**src/rtl/gamepad_pmod_tx.sv**
```systemverilog
// Gamepad PMOD serial transmitter: snapshots two 12-bit button words and shifts them out MSB-first
// with a mid-bit rising pmod_clk. A frame then ends with a latch pulse. Busy lasts (NUM_BITS+1)*2*CLK_DIV cycles; start is ignored while busy.
module gamepad_pmod_tx #(
   parameter int CLK_DIV  = 4,
   parameter int NUM_BITS = 24
) (
   input  logic        clk,
   input  logic        rst,
   input  logic        start,
   input  logic [11:0] buttons_a,
   input  logic [11:0] buttons_b,
   input  logic        present_a,
   input  logic        present_b,
   output logic        pmod_clk,
   output logic        pmod_data,
   output logic        pmod_latch,
   output logic        busy,
   output logic        done
);

   typedef enum logic [1:0] {
      ST_IDLE,
      ST_SHIFT,
      ST_LATCH
   } state_t;

   localparam int PH_W = (2 * CLK_DIV > 1) ? $clog2(2 * CLK_DIV) : 1;
   localparam int BC_W = $clog2(NUM_BITS);
   localparam logic [PH_W-1:0] PH_LAST = PH_W'(2 * CLK_DIV - 1);
   localparam logic [PH_W-1:0] PH_HALF = PH_W'(CLK_DIV);
   localparam logic [BC_W-1:0] BC_LAST = BC_W'(NUM_BITS - 1);

   state_t              state_q, state_d;
   logic [PH_W-1:0]     phase_q, phase_d;
   logic [BC_W-1:0]     bitcnt_q, bitcnt_d;
   logic [NUM_BITS-1:0] shreg_q, shreg_d;
   logic                clk_q, clk_d;
   logic                data_q, data_d;
   logic                latch_q, latch_d;
   logic                busy_q, busy_d;
   logic                done_q, done_d;

   logic [11:0] word_a, word_b;

   // An absent controller reads as all buttons released.
   assign word_a = present_a ? buttons_a : 12'hFFF;
   assign word_b = present_b ? buttons_b : 12'hFFF;

   always_comb begin
      state_d  = state_q;
      phase_d  = phase_q;
      bitcnt_d = bitcnt_q;
      shreg_d  = shreg_q;
      clk_d    = 1'b0;
      data_d   = data_q;
      latch_d  = 1'b0;
      busy_d   = busy_q;
      done_d   = 1'b0;

      case (state_q)
         ST_IDLE: begin
            busy_d = 1'b0;
            data_d = 1'b0;
            if (start) begin
               shreg_d  = {word_a, word_b};
               data_d   = word_a[11];
               phase_d  = '0;
               bitcnt_d = '0;
               busy_d   = 1'b1;
               state_d  = ST_SHIFT;
            end
         end

         ST_SHIFT: begin
            if (phase_q == PH_LAST) begin
               phase_d = '0;
               if (bitcnt_q == BC_LAST) begin
                  data_d  = 1'b0;
                  latch_d = 1'b1;
                  state_d = ST_LATCH;
               end else begin
                  bitcnt_d = bitcnt_q + 1'b1;
                  shreg_d  = {shreg_q[NUM_BITS-2:0], 1'b0};
                  data_d   = shreg_q[NUM_BITS-2];
               end
            end else begin
               phase_d = phase_q + 1'b1;
               // Clock goes high for the second half of the bit, so the
               // receiver's rising edge lands CLK_DIV cycles after data moves.
               clk_d   = (phase_d >= PH_HALF);
            end
         end

         ST_LATCH: begin
            if (phase_q == PH_LAST) begin
               phase_d = '0;
               busy_d  = 1'b0;
               done_d  = 1'b1;
               state_d = ST_IDLE;
            end else begin
               phase_d = phase_q + 1'b1;
               latch_d = 1'b1;
            end
         end

         default: begin
            state_d = ST_IDLE;
         end
      endcase
   end

   always_ff @(posedge clk) begin
      if (rst) begin
         state_q  <= ST_IDLE;
         phase_q  <= '0;
         bitcnt_q <= '0;
         shreg_q  <= '0;
         clk_q    <= 1'b0;
         data_q   <= 1'b0;
         latch_q  <= 1'b0;
         busy_q   <= 1'b0;
         done_q   <= 1'b0;
      end else begin
         state_q  <= state_d;
         phase_q  <= phase_d;
         bitcnt_q <= bitcnt_d;
         shreg_q  <= shreg_d;
         clk_q    <= clk_d;
         data_q   <= data_d;
         latch_q  <= latch_d;
         busy_q   <= busy_d;
         done_q   <= done_d;
      end
   end

   assign pmod_clk   = clk_q;
   assign pmod_data  = data_q;
   assign pmod_latch = latch_q;
   assign busy       = busy_q;
   assign done       = done_q;

endmodule

```
**config.mk**
```make
export PLATFORM = sky130hd
export DESIGN_NAME = gamepad_pmod_tx
export DESIGN_NICKNAME = d
export VERILOG_FILES = /design/src/rtl/gamepad_pmod_tx.sv
export SDC_FILE = /design/constraint.sdc
export NUM_CORES = 1
export LEC_CHECK = 0
export CAP_MARGIN = 5
export CORE_ASPECT_RATIO = 1.75
export CORE_MARGIN = 4
export CORE_UTILIZATION = 52
export CTS_CLUSTER_DIAMETER = 120
export DETAILED_ROUTE_END_ITERATION = 6
export PLACE_DENSITY = 0.77
export SLEW_MARGIN = 5
export SYNTH_ARGS = -nofsm -noshare
export SYNTH_HDL_FRONTEND = slang
export SYNTH_SLANG_ARGS = --single-unit
```
**constraint.sdc**
```tcl
create_clock -name clk -period 2.2 [get_ports clk]
set_clock_uncertainty 0.05 [all_clocks]
set_input_delay 0.44 -clock clk [delete_from_list [all_inputs] [get_ports clk]]
set_output_delay 0.44 -clock clk [all_outputs]
set_load 0.02 [all_outputs]
```
==> results.toml <==
[pwr]
ir_drop_mv = 0.737
p_leak_nw = 0.861
power_per_cell_area_nw_per_um2 = 1020

[place]
portBuffers = 33
dpl_cell_area_sq_um = 2270
placed_cells = 278
dp_hpwl_um = 3410
gp_congestion = 0.808

[global_routing]
grt-ovfl-total = 0
grt_pass1_vias = 1770
grt_pass1_wl_um = 7760
grt_use_total = 0.217
grt_antenna_before_repair = 0
grt_max_degree = 38

[clock_network]
insertion_delay_ps = 280
max-clock-path-buffers = 2
cts_sinks = 38
cts_tree = "done"
cts.htree.levels = 2
ctsHoldBuffers = 0
numCtsBuffers = 5
root_buffer = "clkbuf_8"
clkSlewWorstSetupHoldPaths_ps = 70

[critical_path]
critical_path.max_fanout = 22
cp-end-kind = "flop"
arrival_ps = 2060
cp-start-kind = "flop"
cp-startpoint = "state_q[1]"
crit_type = "flop to flop"
crit_required_ps = 2310
r2r-start = "state_q[1]"
rr_worst_depth = 7

[routing]
drtAntennaViolNets = 0
avgRoutedWirePerCell_um = 16.8
drt_wl_total_um = 4810
drc = 0
drt_iter0_drc = 55
dr.pass1.iters = 4
drt-vias-per-instance = 6.15
vias = 1759

[timing]
worst_pin_slew_ps = 487
slew_violations = 0
fmax_ghz = 0.512
finalSetupViolCount = 0
fin_setup_tns_ps = 0
relSlewSlack = 0.675
period_share = 0.888
post-route-min-period_ps = 1950
finalHoldViolations = 0
rsz0062_at_grt = "no"

[cells_and_area]
mostFrequentLayoutCells = "dfxtp_1, clkdlybuf4s50_1, o21ai_0, a21oi_1, nor2_1"
post-route-util = 0.687
final_cell_count_no_fill = 286
antenna_cells = 0
nets = 275
fill_cells = 258
fin_area_sq_um = 2380
final_common_cell = "dfxtp_1"
multi_input_area_sq_um = 1020
register_area_sq_um = 761
area_growth_pct = 24.4
drive_gt1_frac = 0.145

[run]
cap_violations = 0

[synthesis]
synth_edf_count = 0
synth-seq-area-share = 0.397
synth_cells = 208
syn_nets = 243
synth_ff_type = "dfxtp_1"
avgSynthCellArea_sq_um = 9.21
yosysWarnings = 0
ys_async_sr_fraction = 0
synth_cell_type_count = 43
synth-seq-cells = 38
synth_area_sq_um = 1920

[floorplanning]
num_rows = 28
core_sq_um = 3470
die_w_um = 53.9
dieArea_sq_um = 4760
io_pins = 34
fp.dieH_um = 88.3
start_util = 0.552

[min_path]
hp-start = "shreg_q[22]"
whs_path_depth = 2
min_path_type = "flop to flop"

[status]
outcome = "complete, no violations"
logic make-up (layout without fill, tap and decap cells):
| family | count (synthesis) | after routing | share of synthesized area |
|---|---|---|---|
| flip-flops | 38 | 38 | 0.397 |
| adder cells (fa/ha/maj) | 6 | 6 | 0.0392 |
| AND/OR/NAND/NOR | 43 | 43 | 0.123 |
| buffers and inverters | 26 | 59 | 0.0712 |
| multiplexers | 6 | 6 | 0.0346 |
| AO/OA/AOI/OAI | 89 | 89 | 0.335 |
Yosys cell counts, drive strengths merged (2+ instances only):
library cell	n	area (sq um)
mux2i	4	40.0
a211oi	2	15.0
o32ai	2	25.0
nand3	5	25.0
nand2b	2	15.0
ha	6	75.1
buf	10	76.3
clkbuf	8	30.0
inv	8	30.0
a2bb2oi	2	17.5
dfxtp	38	761
nand2	7	33.8
a21oi	25	125
nor3b	2	15.0
a32oi	2	17.5
a31oi	4	25.0
mux2	2	26.3
nor2b	3	18.8
nor2	15	56.3
o21ai	26	130
o221ai	21	240
flip-flops by register name, summed over array words and instances (netlist names):
signal,flops
bitcnt_q,5
busy,1
done,1
phase_q,3
pmod_clk,1
pmod_data,1
pmod_latch,1
shreg_q,23
state_q,2
per-stage QoR:
stage | hold slack (ps) | setup slack (ps) | total power, W
2_1_floorplan | 400 | 484 | 0.00164
3_5_place_dp | 423 | 59.6 | 0.00184
3_3_place_gp | 408 | 118 | 0.00179
5_1_grt | 453 | 94.5 | 0.00257
4_1_cts | 431 | 48.1 | 0.00242
6_report | 431 | 246 | 0.00243
final cells by class:
| type | instances | area share |
|---|---|---|
| clock buffers | 7 | 0.0320 |
| well taps | 45 | 0.0236 |
| clock inverters | 1 | 0.0126 |
| inverters | 8 | 0.0126 |
| repair buffers | 43 | 0.172 |
| flip-flops and latches | 38 | 0.319 |
| multi-input cells | 144 | 0.428 |
routing by layer:
metal  vias to the layer above  wire length [um]  track usage
li1                        849                 -            -
met1                       845              1800        0.230
met2                        54              2690        0.400
met3                        11               198       0.0304
met4                         0               122        0.105
met5                         -                 0            0
power breakdown:
| part | total, W | switching, W | internal, W | leakage (nW) |
|---|---|---|---|---|
| Sequential | 0.000934 | 0.0000906 | 0.000843 | 0.311 |
| Clock | 0.000583 | 0.000243 | 0.000339 | 0.0524 |
| Combinational | 0.000916 | 0.000507 | 0.000409 | 0.497 |
| Total | 0.00243 | 0.000841 | 0.00159 | 0.861 |
critical path, stage by stage, from the launching register on:
cell and delay [ps]:
dfxtp_1 360, inv_1 70, ha_1 270, inv_1 290, buf_6 290, nand2_2 190, o221ai_1 210, a21oi_1 100
timing repair:
action / CTS / global route
gates resized for setup: 0 / 2
setup endpoints to repair: 0 / 10
setup buffers: 0 / 0
worst paths after layout:
kind                  to  slack (ps)
max reg2reg   shreg_q[5]         250
max           shreg_q[5]         250
min          shreg_q[22]         430
min reg2reg  shreg_q[22]         430
No activity file was read; power rests on OpenSTA's default activity.
